$ cat src/rtl/mem_region_router.sv
// Registered base/limit address decoder routing one CPU request at a time to NUM_REGIONS slaves.
// Optional build macro MEM_ROUTER_ALIGN_CHECK_EN rejects word-misaligned addresses as decode errors.
module mem_region_router #(
  parameter int unsigned ADDR_W      = 32,
  parameter int unsigned DATA_W      = 32,
  parameter int unsigned NUM_REGIONS = 4,
  parameter logic [NUM_REGIONS*ADDR_W-1:0] REGION_BASE  =
    {32'h0006_0000, 32'h0005_0000, 32'h0004_0000, 32'h0000_0000},
  parameter logic [NUM_REGIONS*ADDR_W-1:0] REGION_LIMIT =
    {32'h0008_0000, 32'h0006_0000, 32'h0005_0000, 32'h0004_0000},
  parameter int unsigned TIMEOUT     = 255
) (
  input  logic                          clk,
  input  logic                          reset_n,
  input  logic                          cpu_req,
  input  logic                          cpu_we,
  input  logic [ADDR_W-1:0]             cpu_addr,
  input  logic [DATA_W-1:0]             cpu_wdata,
  output logic [DATA_W-1:0]             cpu_rdata,
  output logic                          cpu_ready,
  output logic                          cpu_err,
  output logic [NUM_REGIONS-1:0]        mem_select,
  output logic [ADDR_W-1:0]             mem_addr,
  output logic                          mem_we,
  output logic [DATA_W-1:0]             mem_wdata,
  input  logic [NUM_REGIONS*DATA_W-1:0] mem_rdata,
  input  logic [NUM_REGIONS-1:0]        mem_ack
);

  typedef enum logic [1:0] {
    ST_IDLE   = 2'd0,
    ST_ACCESS = 2'd1,
    ST_RESP   = 2'd2
  } state_e;

  localparam logic [7:0]             TMO_LAST = 8'(TIMEOUT - 1);
  localparam logic [NUM_REGIONS-1:0] ONE_R    = NUM_REGIONS'(1'b1);

  state_e                   state_q, state_d;
  logic [7:0]               cnt_q, cnt_d;
  logic [NUM_REGIONS-1:0]   sel_q, sel_d;
  logic [ADDR_W-1:0]        addr_q, addr_d;
  logic                     we_q, we_d;
  logic [DATA_W-1:0]        wdata_q, wdata_d;
  logic [DATA_W-1:0]        rdata_q, rdata_d;
  logic                     ready_q, ready_d;
  logic                     err_q, err_d;

  logic [NUM_REGIONS-1:0]   in_win_s;
  logic [NUM_REGIONS-1:0]   first_s;
  logic [ADDR_W-1:0]        base_sel_s;
  logic [DATA_W-1:0]        rdata_sel_s;
  logic                     hit_s;
  logic                     ack_hit_s;
  logic                     misalign_s;

`ifdef MEM_ROUTER_ALIGN_CHECK_EN
  assign misalign_s = (cpu_addr[1:0] != 2'b00);
`else
  assign misalign_s = 1'b0;
`endif

  // Window decode; an empty window (base >= limit) can never satisfy both compares.
  always_comb begin
    in_win_s    = '0;
    base_sel_s  = '0;
    rdata_sel_s = '0;
    for (int i = 0; i < NUM_REGIONS; i++) begin
      in_win_s[i] = (cpu_addr >= REGION_BASE[i*ADDR_W +: ADDR_W]) &&
                    (cpu_addr <  REGION_LIMIT[i*ADDR_W +: ADDR_W]);
    end
    // Isolating the lowest set bit gives lowest-index priority on overlap.
    first_s = in_win_s & (~in_win_s + ONE_R);
    for (int i = 0; i < NUM_REGIONS; i++) begin
      base_sel_s  |= first_s[i] ? REGION_BASE[i*ADDR_W +: ADDR_W] : '0;
      rdata_sel_s |= sel_q[i]   ? mem_rdata[i*DATA_W +: DATA_W]   : '0;
    end
  end

  assign hit_s     = |in_win_s;
  assign ack_hit_s = |(mem_ack & sel_q);

  // Next-state and registered-output computation for the IDLE/ACCESS/RESP sequence.
  always_comb begin
    state_d = state_q;
    cnt_d   = cnt_q;
    sel_d   = sel_q;
    addr_d  = addr_q;
    we_d    = we_q;
    wdata_d = wdata_q;
    rdata_d = '0;
    ready_d = 1'b0;
    err_d   = 1'b0;
    case (state_q)
      ST_IDLE: begin
        if (cpu_req) begin
          if (hit_s && !misalign_s) begin
            state_d = ST_ACCESS;
            sel_d   = first_s;
            addr_d  = cpu_addr - base_sel_s;
            we_d    = cpu_we;
            wdata_d = cpu_wdata;
            cnt_d   = 8'd0;
          end else begin
            state_d = ST_RESP;
            ready_d = 1'b1;
            err_d   = 1'b1;
          end
        end else begin
          state_d = ST_IDLE;
        end
      end
      ST_ACCESS: begin
        // Ack is tested first so an ack on the timeout edge still completes cleanly.
        if (ack_hit_s) begin
          state_d = ST_RESP;
          ready_d = 1'b1;
          rdata_d = we_q ? '0 : rdata_sel_s;
          sel_d   = '0;
          we_d    = 1'b0;
          cnt_d   = 8'd0;
        end else if (cnt_q == TMO_LAST) begin
          state_d = ST_RESP;
          ready_d = 1'b1;
          err_d   = 1'b1;
          sel_d   = '0;
          we_d    = 1'b0;
          cnt_d   = 8'd0;
        end else begin
          cnt_d   = cnt_q + 8'd1;
        end
      end
      ST_RESP: begin
        state_d = ST_IDLE;
      end
      default: begin
        state_d = ST_IDLE;
        sel_d   = '0;
        we_d    = 1'b0;
        cnt_d   = 8'd0;
      end
    endcase
  end

  // State and output registers; reset abandons any in-flight access silently.
  always_ff @(posedge clk or negedge reset_n) begin
    if (!reset_n) begin
      state_q <= ST_IDLE;
      cnt_q   <= 8'd0;
      sel_q   <= '0;
      addr_q  <= '0;
      we_q    <= 1'b0;
      wdata_q <= '0;
      rdata_q <= '0;
      ready_q <= 1'b0;
      err_q   <= 1'b0;
    end else begin
      state_q <= state_d;
      cnt_q   <= cnt_d;
      sel_q   <= sel_d;
      addr_q  <= addr_d;
      we_q    <= we_d;
      wdata_q <= wdata_d;
      rdata_q <= rdata_d;
      ready_q <= ready_d;
      err_q   <= err_d;
    end
  end

  assign cpu_rdata  = rdata_q;
  assign cpu_ready  = ready_q;
  assign cpu_err    = err_q;
  assign mem_select = sel_q;
  assign mem_addr   = addr_q;
  assign mem_we     = we_q;
  assign mem_wdata  = wdata_q;

endmodule

$ cat config.mk
export PLATFORM = sky130hd
export DESIGN_NAME = mem_region_router
export DESIGN_NICKNAME = d
export VERILOG_FILES = /design/src/rtl/mem_region_router.sv
export SDC_FILE = /design/constraint.sdc
export NUM_CORES = 1
export LEC_CHECK = 0
export ABC_AREA = 1
export BUFFER_PORTS_ARGS = -buffer_cell sky130_fd_sc_hd__buf_4
export CAP_MARGIN = 20
export CORE_AREA = 5 5 115 117
export CTS_CLUSTER_DIAMETER = 40
export DETAILED_ROUTE_END_ITERATION = 8
export DIE_AREA = 0 0 120 122
export GPL_TIMING_DRIVEN = 0
export HOLD_SLACK_MARGIN = 0.1
export PLACE_DENSITY_LB_ADDON = 0.1
export SKIP_CTS_REPAIR_TIMING = 1
export SYNTH_ARGS = -nofsm -noshare
export SYNTH_HDL_FRONTEND = slang
export SYNTH_SLANG_ARGS = --single-unit
$ cat constraint.sdc
create_clock -name clk -period 2.6 [get_ports clk]
set_input_delay 0 -clock clk [delete_from_list [all_inputs] [get_ports clk]]
set_output_delay 0 -clock clk [all_outputs]
set_load 0.01 [all_outputs]
# Yosys cells after proc, flatten, opt, wreduce, memory -nomap -nowiden
# Cells that the tools add are included.
# op_classes
addsub	3
n_lt_le_gt_ge	8
eq_ne	6
muxes	37
bitwise	9
n_reduce_logical	10
# ops
operator	count
32-bit 2-to-1 mux	7
32-bit by 19-bit >= comparator with 1-bit output (second input constant)	3
32-bit by 19-bit < comparator with 1-bit output (second input constant)	3
32-bit bitwise OR	3
19-bit 2-to-1 mux	3
19-bit bitwise OR	2
32-bit by 1-bit >= comparator with 1-bit output (second input constant)	1
32-bit by 20-bit < comparator with 1-bit output (second input constant)	1
8-bit 2-to-1 mux	4
32-bit by 19-bit subtractor with 32-bit output	1
8-bit case mux with 3 select lines	1
4-bit 2-to-1 mux	4
4-bit case mux with 3 select lines	1
1-bit 2-to-1 mux	9
8-bit by 1-bit adder with 8-bit output (second input constant)	1
4-bit bitwise AND	2
8-bit == test (second input constant)	1
2-bit 2-to-1 mux	4
4-bit OR reduction	2
3-bit AND reduction	2
4-bit by 1-bit adder with 4-bit output (second input constant)	1
1-bit logical AND	4
2-bit inequality test (second input constant)	2
4-bit inverter	1
other kinds (9)	10
# word_totals
register_bits	113
input_bits	200
output_inout_bits	103
wordCells	82

# Longest topological paths before layout
# Gate-level depths: netlist (run 1).
# logic_depth
ltp_word	9
depth_mapped	14
depth_no_buf	14

# Least setup slack after synthesis (run 1)
# OpenSTA, ideal clock, no wires.
# synth_timing
path_kind	input-to-reg
from	input cpu_addr[29]
to	register addr_q[22], in the netlist mem_addr[22]
setup_time_ps	65
t_arrival_ps	1495
required_ps	2535
setup_slack_ps	1040
stages	13
n_path_buf	0
path_cell_list	nor2_1 nand2_1 nor2_4 nand4_1 nor2_1 ha_1 fa_1 inv_1 nand2_1 nand4_1 xnor2_1 nand2_1 nand2_1
# synth_via
elab_chain_len	9
word_cells_on_any_way	23
cone_classes	2 x add/sub; 8 x order compare; 3 x mux; 4 x bitwise; 6 x reduce/logical
# synth_rtl
item	line_no	rtl
from (decl)	17	input logic [ADDR_W-1:0] cpu_addr,
32-bit by 1-bit >= comparator with 1-bit output, or another cell as far along	69	in_win_s[i] = (cpu_addr >= REGION_BASE[i*ADDR_W +: ADDR_W]) &&
1-bit logical AND	69	
4-bit inverter	73	first_s = in_win_s & (~in_win_s + ONE_R);
4-bit by 1-bit adder with 4-bit output	73	
4-bit bitwise AND	73	
19-bit 2-to-1 mux	75	base_sel_s |= first_s[i] ? REGION_BASE[i*ADDR_W +: ADDR_W] : '0;
19-bit bitwise OR (2 in series)	75	
32-bit by 19-bit subtractor with 32-bit output	100	addr_d = cpu_addr - base_sel_s;
to (signal assigned)	161	addr_q <= addr_d;
to (decl)	42	logic [ADDR_W-1:0] addr_q, addr_d;
# Parallel ways exist; a longest one is shown, timed or not.
# A chain may end at the register's enable or synchronous reset.

# Worst setup path in the final report (run 1)
# layout_timing
from	register sel_q[0], in the netlist mem_select[0]
to	register rdata_q[8], in the netlist cpu_rdata[8]
# layout_via
elab_chain_len	7
word_cells_on_any_way	9
cone_classes	4 x mux; 4 x bitwise; 1 x reduce/logical
# layout_rtl
item	line_no	rtl
from (decl)	41	logic [NUM_REGIONS-1:0] sel_q, sel_d;
from (signal assigned)	160	sel_q <= sel_d;
32-bit 2-to-1 mux	76	rdata_sel_s |= sel_q[i] ? mem_rdata[i*DATA_W +: DATA_W] : '0;
32-bit bitwise OR (3 in series)	76	
32-bit 2-to-1 mux	118	rdata_d = we_q ? '0 : rdata_sel_s;
32-bit 2-to-1 mux *	115	if (ack_hit_s) begin
32-bit 2-to-1 mux *	94	case (state_q)
named net rdata_d[8]	45	logic [DATA_W-1:0] rdata_q, rdata_d;
to (signal assigned)	164	rdata_q <= rdata_d;
to (decl)	45	
# Mark *: on every way through the listed nets, which the timed path passes. The rest lies on a longest branch.

==> flow_summary.json, run 1 <==
{
  "finalMaxSlewViolations": 0,
  "endpoint_kind": "register",
  "synth_most_common_cell": "nand2_1",
  "drt_iter0_drc": 470,
  "cts_tree": "built",
  "dr.pass1.iters": 5,
  "worst-r2r-setup-slack_ns": 0.18,
  "synth_area_leaders": "dfrtp_1, nand2_1, a221oi_1, nor2_1, inv_1",
  "die_width_um": 120,
  "timing.rr.end": "cpu_rdata[8]",
  "cts_made_buffers": 17,
  "hp-start": "mem_ack[0]",
  "drcViolationCount": 0,
  "intPower_w": 0.00348,
  "status": "complete, no violations",
  "seq_area_um2": 2830,
  "synth_edf_count": 0,
  "r2r_cells": 9,
  "die_h_um": 122,
  "place_inst": 1107,
  "synth_seq_cells": 113,
  "grt_start_max_net_pins": 67,
  "ant_nets": 0,
  "synth_top_cell_by_area": "dfrtp_1",
  "rsz0062_at_grt": "false",
  "holdPathStages": 6,
  "required_ns": 2.89,
  "io_pins": 303,
  "power_switching_w": 0.000929,
  "vias": 6220,
  "p_clk_share_pct": 50.0,
  "fill_cells": 827,
  "clkLatencyLatePin_ns": 0.41,
  "leakagePower_nw": 5.13,
  "start_util_pct": 43.2,
  "drv_cap": 0,
  "synth.cell_area_um2": 5300,
  "tightestPinTransition_ns": 0.637,
  "grt_pass1_vias": 5188,
  "pwr-share-comb_pct": 9.8,
  "core_um2": 12300,
  "wire_per_inst_um": 16.8,
  "finClkSkew_ns": 0.0136,
  "synth_cells": 654,
  "clock_path_buffers": 2,
  "hold_violations": 0,
  "synth_top_cell_area_share_pct": 53.4,
  "clock.fmax_mhz": 413,
  "setup_slack_ns": 0.176,
  "routabilityCongestion": 0.873,
  "grt_pass1_wl_um": 27300,
  "diodes": 0,
  "drive_above_1_share_pct": 33.3,
  "clkTransAtPathRegs_ns": 0.05,
  "fin_setup_tns_ns": 0,
  "gr-usage-all-layers_pct": 24.2,
  "multiInputGateArea_um2": 2140,
  "clock-root-buffer": "clkbuf_16",
  "rows": 41,
  "hp-class": "in -> reg",
  "fin_crit_ns": 2.42,
  "ir_worst_vdd_mv": 0.365,
  "post-route-util_pct": 78.0,
  "start_kind": "register",
  "seq_area_frac_synth_pct": 53.4,
  "dp_hpwl_um": 14500,
  "sequentialPowerShare_pct": 40.2,
  "synthArstFlopShare_pct": 100,
  "power.total_w": 0.00441,
  "postSynthNetCount": 860,
  "fin_nets": 1304,
  "finalCritPeriodShare_pct": 93.2,
  "yosysWarnings": 0,
  "power.share.switching_pct": 21.1,
  "r2r-start": "mem_select[0]",
  "synthDistinctLibCells": 31,
  "place_ws_ns": 0.657,
  "htreeDepth": 4,
  "grt_overflow": 0,
  "synth_commonest_cells": "nand2_1, dfrtp_1, nor2_1, inv_1, a221oi_1",
  "path_class": "reg -> reg",
  "io_buffers": 302,
  "syn_to_final_growth_pct": 80.5,
  "clock-sinks": 113,
  "whs_endpoint": "cpu_err",
  "max_slew_margin_pct": 57.5,
  "antenna_found_initial": 0,
  "die_area_um2": 14600,
  "cp.arrival_ns": 2.71,
  "wirelength_um": 21100,
  "avgSynthCellArea_um2": 8.10,
  "routed_via_density": 4.94,
  "setup_viol": 0,
  "final_cells": 1259,
  "synth_ff_type": "dfrtp_1",
  "power_density_nw_per_um2": 461,
  "crit_fanout": 10
}
registers in the layout, indices dropped and copies added, names as in the netlist, 2 cells and up:
name        flops
cpu_rdata      32
mem_addr       32
mem_wdata      32
cnt_q           8
mem_select      4
state_q         2
metal layers:
layer / track usage, % / up-vias / wire length (µm)
met1: 29.5 / 2889 / 8140
met4: 6.94 / 0 / 521
met3: 8.50 / 46 / 1980
met5: 0 / - / 0
li1: - / 2952 / -
met2: 40.7 / 333 / 10500
worst max-delay path by stage:
stage | to | start | cells after the start | slack, ns
CTS | cpu_rdata[8] | mem_select[0] | 8 | 0.73
finish | cpu_rdata[8] | mem_select[0] | 9 | 0.18
floorplan | mem_addr[22] | cpu_addr[29] | 13 | 1.04
global placement | mem_addr[22] | cpu_addr[23] | 14 | 0.69
global route | cpu_rdata[8] | mem_select[3] | 9 | 0.10
detailed placement | mem_addr[26] | cpu_addr[23] | 14 | 0.66
cell families (layout without fill, tap and decap cells):
family | after synthesis | after routing | synth area share [%]
buf+inv | 75 | 530 | 6.21
flops | 113 | 113 | 53.4
fa+ha+maj | 6 | 6 | 1.56
simple gates | 403 | 403 | 30.7
xor+xnor | 5 | 5 | 0.826
compound gates | 52 | 52 | 7.34
critical path: stages (launching register included):
cell	delay [ns]
dfrtp_1	0.40
buf_2	0.19
nand2_1	0.07
nand2_1	0.08
nor2_4	0.25
inv_1	0.09
nand2_1	0.21
buf_2	0.30
a41oi_1	0.09
dlygate4sd3_1	0.60
layout by cell type, fill, tap and decap left out, types with 3 or more instances in the layout:
| cell type | count |
|---|---|
| buf_4 | 306 |
| nand2_1 | 322 |
| a221oi_1 | 26 |
| buf_2 | 13 |
| clkinv_4 | 3 |
| ha_1 | 5 |
| inv_2 | 4 |
| inv_1 | 39 |
| clkbuf_16 | 17 |
| nand3_1 | 9 |
| nor2_1 | 49 |
| nand4_1 | 8 |
| a21oi_1 | 6 |
| clkbuf_1 | 14 |
| a41oi_1 | 6 |
| dlygate4sd3_1 | 122 |
| dfrtp_1 | 113 |
| o21ai_0 | 11 |
| nor2_4 | 5 |
| xor2_1 | 3 |
| clkinv_2 | 5 |
cell type report:
class	count	share of cell area (%)
plain buffers	31	1.70
clock buffers	20	4.67
clock inverters	10	1.19
inverters	44	1.74
multi-input cells	466	22.4
flip-flops and latches	113	29.6
well taps	150	1.96
repair buffers	425	36.8
through the flow:
| step | hold WS (ns) | cell area [µm²] |
|---|---|---|
| after CTS | -0.378 | 8340 |
| final | 0.0874 | 9560 |
| after global placement | 0.194 | 7750 |
| after detailed placement | 0.0573 | 7780 |
| after global routing | 0.123 | 9560 |
| after floorplan | -0.296 | 5300 |
power groups by stage:
stage	sequential, W	combinational, W	clock, W
3_3_place_gp	0.00180	0.000305	0
2_1_floorplan	0.00180	0.0000260	0
6_report	0.00177	0.000434	0.00220
4_1_cts	0.00177	0.000314	0.00222
3_5_place_dp	0.00180	0.000313	0
5_1_grt	0.00177	0.000464	0.00232
(Power assumes the default switching activity.)
==> run 2: changes to the inputs <==
Settings changed: CORE_AREA 5 5 115 117 to not set, CORE_MARGIN set to 5, CORE_UTILIZATION set to 35, DIE_AREA 0 0 120 122 to not set.
==> run 2 against run 1 <==
Against the previous run: global-route usage fell by 2.6 points; clock power rose by 9.5%; count of clock-buffer cells in the layout rose by 1; core utilization fell by 14 points; routed wire length fell by 0.43%; combinational power barely moved; clock skew fell by 0.0041 ns; critical path type unchanged; largest cell class unchanged; highest routed layer unchanged.
==> flow_summary.json, run 2 (synthesis gave the netlist of run 1 again) <==
{
  "vias": 6040,
  "p_clk_share_pct": 52.2,
  "tightestPinTransition_ns": 0.587,
  "finalCritPeriodShare_pct": 92.0,
  "gr-usage-all-layers_pct": 21.6,
  "finClkSkew_ns": 0.00949,
  "leakagePower_nw": 5.16,
  "path_class": "reg -> reg",
  "clock-sinks": 113,
  "die_h_um": 133,
  "core_um2": 15000,
  "drt_iter0_drc": 306,
  "routabilityCongestion": 0.877,
  "clkLatencyLatePin_ns": 0.41,
  "layout_commonest_cell": "nand2_1",
  "grt_pass1_wl_um": 29700,
  "multiInputGateArea_um2": 2140,
  "die_area_um2": 17700,
  "ant_nets": 0,
  "drcViolationCount": 0,
  "layout_common_cells": "nand2_1, buf_4, dlygate4sd3_1",
  "setup_viol": 0,
  "finalMaxSlewViolations": 0,
  "fill_cells": 1311,
  "sequentialPowerShare_pct": 38.4,
  "clock_path_buffers": 2,
  "start_kind": "register",
  "fin_setup_tns_ns": 0,
  "power_switching_w": 0.000953,
  "dr.pass1.iters": 5,
  "io_pins": 303,
  "drive_above_1_share_pct": 33.5,
  "diodes": 0,
  "cts_tree": "built",
  "status": "complete, no violations",
  "wire_per_inst_um": 16.2,
  "intPower_w": 0.00365,
  "drv_cap": 0,
  "power.share.switching_pct": 20.7,
  "hp-class": "in -> reg",
  "fin_nets": 1305,
  "power_density_nw_per_um2": 476,
  "crit_fanout": 10,
  "holdWs_ns": 0.0455,
  "post-route-util_pct": 64.4,
  "required_ns": 2.90,
  "stdcell_area_um2": 9680,
  "htreeDepth": 4,
  "grt_pass1_vias": 5432,
  "seq_area_um2": 2830,
  "max_slew_margin_pct": 60.9,
  "io_buffers": 302,
  "clock.fmax_mhz": 418,
  "dp_hpwl_um": 15200,
  "antenna_found_initial": 0,
  "pwr-share-comb_pct": 9.4,
  "routed_via_density": 4.65,
  "wirelength_um": 21100,
  "hold_violations": 0,
  "syn_to_final_growth_pct": 82.6,
  "start_util_pct": 35.3,
  "die_width_um": 133,
  "cts_made_buffers": 17,
  "grt_overflow": 0,
  "rsz0062_at_grt": "false",
  "fin_crit_ns": 2.39,
  "ir_worst_vdd_mv": 0.396,
  "clkTransAtPathRegs_ns": 0.06,
  "placedInstanceArea_um2": 7830,
  "endpoint_kind": "register",
  "rows": 45,
  "grt_start_max_net_pins": 72,
  "cp.arrival_ns": 2.69,
  "clock-root-buffer": "clkbuf_16"
}
## run 2: cell types whose count changed in the layout (fill, tap and decap cells not counted), sizes merged
cell / previous run / this run
bufinv: 2 / 3
clkbuf: 32 / 33
clkinv: 8 / 5
dlygate4sd3: 122 / 123
clkinvlp: 1 / 3
## run 2: power by group through the flow
| stage | Combinational, W | Sequential [W] | Clock (W) |
|---|---|---|---|
| 4_1_cts | 0.000317 | 0.00177 | 0.00244 |
| 3_5_place_dp | 0.000316 | 0.00180 | 0 |
| 6_report | 0.000432 | 0.00177 | 0.00241 |
| 2_1_floorplan | 0.0000260 | 0.00180 | 0 |
| 5_1_grt | 0.000469 | 0.00177 | 0.00253 |
| 3_3_place_gp | 0.000308 | 0.00180 | 0 |
## run 2: metrics by stage
stage	worst slack [ns]	instances	power, W
global placement	0.668	1144	0.00211
detailed placement	0.633	1145	0.00212
global route	0.101	1299	0.00476
floorplan	1.04	654	0.00183
CTS	0.785	1176	0.00453
finish	0.208	1299	0.00461
## run 2: layout make-up
cell class	instances	share of cell area, %
clock buffer	21	4.96
clock inverter	10	1.37
multi-input combinational	466	22.1
tap	188	2.43
timing repair buffer	426	36.5
sequential	113	29.2
buffer	31	1.68
inverter	44	1.72
## run 2: metal layers
layer  part of all wire (%)  GRT usage, %
met3                    8.0          7.34
met1                     41          26.3
met5                      0             0
met2                     49          36.3
met4                    1.5          6.35
## run 2: worst paths after layout
| check | startpoint | to | slack (ns) | depth (start not counted) |
|---|---|---|---|---|
| setup / recovery | mem_select[0] | cpu_rdata[16] | 0.21 | 9 |
| hold / removal | mem_ack[1] | cnt_q[4] | 0.05 | 6 |
| setup reg to reg | mem_select[0] | cpu_rdata[16] | 0.21 | 9 |
| hold reg to reg | mem_wdata[27] | mem_wdata[27] | 0.48 | 2 |
| max in group asynchronous | reset_n | mem_addr[11] | 1.81 | 3 |
| min in group asynchronous | reset_n | mem_wdata[5] | 0.08 | 2 |
## run 2: critical path, stage by stage, from the launching register on
cell,delay (ns)
dfrtp_1,0.38
buf_2,0.19
nand2_1,0.08
nand2_1,0.08
nor2_4,0.24
inv_1,0.09
nand2_1,0.22
buf_2,0.31
a41oi_1,0.10
dlygate4sd3_1,0.59
==> run 3: changes to the inputs <==
Settings changed: CORE_MARGIN 5 to not set.
==> run 3 against run 2 <==
Against the previous run: the run now ends with design-rule violations left; clock skew fell by 0.0014 ns; power rose by 0.51%; sequential power barely moved; clock power barely moved; non-clock buffer count rose by 1; critical endpoint is now cpu_rdata[9]; count of clock-buffer cells in the layout fell by 1; hold slack improved by 0.025 ns; maximum frequency rose by 2.4%; cell count fell by 0.23%; critical path type unchanged; sequential share of layout area barely moved; critical path depth did not move; global-route usage rose by 2.1 points.
==> flow_summary.json, run 3 (synthesis gave the netlist of run 1 again) <==
{
  "power_density_nw_per_um2": 478,
  "rows": 44,
  "start_util_pct": 36.2,
  "die_h_um": 125,
  "drcViolationCount": 40,
  "routabilityCongestion": 0.837,
  "clock-sinks": 113,
  "tightestPinTransition_ns": 0.658,
  "htreeDepth": 4,
  "hp-class": "in -> reg",
  "ant_nets": 0,
  "finalMaxSlewViolations": 0,
  "rsz0062_at_grt": "false",
  "ir_worst_vdd_mv": 0.439,
  "post-route-util_pct": 66.2,
  "crit_cells": 9,
  "finClkSkew_ns": 0.00806,
  "r2r_cells": 9,
  "finalCritPeriodShare_pct": 89.8,
  "core_um2": 14600,
  "clock-root-buffer": "clkbuf_16",
  "clock_path_buffers": 2,
  "hp-start": "mem_ack[3]",
  "hold_violations": 0,
  "drt_iter0_drc": 310,
  "wire_per_inst_um": 15.1,
  "gr-usage-all-layers_pct": 23.7,
  "io_buffers": 302,
  "layout_commonest_cell": "nand2_1",
  "layout_common_cells": "nand2_1, buf_4, dlygate4sd3_1",
  "diodes": 0,
  "routed_via_density": 4.63,
  "cp.arrival_ns": 2.63,
  "cp_num_buf_inv": 4,
  "required_ns": 2.89,
  "start_kind": "register",
  "violations": "design-rule violations",
  "path_delay_family": "buffers and inverters",
  "cts_made_buffers": 17,
  "die_width_um": 125,
  "die_area_um2": 15600,
  "holdPathStages": 6,
  "grt_start_max_net_pins": 66,
  "endpoint_kind": "register",
  "status": "finished, violations left",
  "drv_cap": 0,
  "fin_nets": 1306,
  "critPathMaxStageDelay_ns": 0.59,
  "clock.fmax_mhz": 428,
  "clkTransAtPathRegs_ns": 0.05,
  "cts_tree": "built",
  "fin_crit_ns": 2.34,
  "path_common_cell": "nand2_1",
  "grt_pass1_vias": 5450,
  "wirelength_um": 19600,
  "crit_path_top_delay_cell": "dlygate4sd3_1",
  "crit_chain": "buf_2 -> nand2_1 -> nand2_1 -> nor2_4 -> inv_1 -> nand2_1 -> buf_2 -> a41oi_1 -> dlygate4sd3_1",
  "crit_fanout": 10,
  "grt_overflow": 0,
  "clkLatencyLatePin_ns": 0.41,
  "dp_hpwl_um": 13900,
  "setup_viol": 0,
  "drive_above_1_share_pct": 33.4,
  "fin_setup_tns_ns": 0,
  "dr.pass1.iters": 7,
  "io_pins": 303,
  "vias": 5996,
  "syn_to_final_growth_pct": 82.8,
  "path_class": "reg -> reg",
  "grt_pass1_wl_um": 28600,
  "antenna_found_initial": 0,
  "r2r-start": "mem_select[0]",
  "max_slew_margin_pct": 56.1,
  "crit_path_start": "mem_select[0]",
  "leakagePower_nw": 5.18
}
[run 3: tightest hold or removal path: cells and delay by family]
family | cells | cell delay, ns
buffers and inverters | 1 | 0.07
AND/OR/NAND/NOR | 4 | 0.28
AO/OA/AOI/OAI | 1 | 0.07
[run 3: report_power, final]
| part | total [W] | internal [W] | switching, W | leakage (nW) |
|---|---|---|---|---|
| Sequential | 0.00177 | 0.00177 | 0.00000324 | 1.52 |
| Clock | 0.00243 | 0.00164 | 0.000792 | 0.305 |
| Combinational | 0.000432 | 0.000294 | 0.000138 | 3.35 |
| Total | 0.00463 | 0.00370 | 0.000933 | 5.18 |
[run 3: final timing paths]
check                           endpoint  slack [ns]
max reg2reg                 cpu_rdata[9]        0.26
min                             cnt_q[2]        0.07
min reg2reg                 mem_addr[13]        0.48
min in group asynchronous   mem_wdata[4]        0.11
max in group asynchronous  cpu_rdata[13]        1.80
max                         cpu_rdata[9]        0.26
[run 3: layout make-up]
| class | count | area, µm² |
|---|---|---|
| plain buffers | 31 | 163 |
| clock buffers | 20 | 457 |
| clock inverters | 11 | 161 |
| fillers | 1247 | 4960 |
| inverters | 44 | 166 |
| multi-input cells | 466 | 2140 |
| flip-flops and latches | 113 | 2830 |
| well taps | 184 | 230 |
| repair buffers | 427 | 3540 |
[run 3: metrics by stage]
step	std cells	hold WS, ns	area, µm²	worst slack, ns	total power (W)
2_1_floorplan	654	-0.296	5300	1.04	0.00183
3_3_place_gp	1140	0.195	7800	0.672	0.00211
3_5_place_dp	1141	-0.0202	7830	0.653	0.00212
4_1_cts	1172	-0.459	8450	0.767	0.00457
5_1_grt	1296	0.101	9690	0.0958	0.00479
6_report	1296	0.0704	9690	0.264	0.00463
[run 3: layer usage]
| layer | vias up | track usage [%] | share of wire, % |
|---|---|---|---|
| met2 | 235 | 40.8 | 51 |
| met5 | - | 0 | 0 |
| met4 | 0 | 8.97 | 2.3 |
| met3 | 31 | 7.27 | 7.2 |
| met1 | 2766 | 27.8 | 40 |
| li1 | 2964 | - | - |
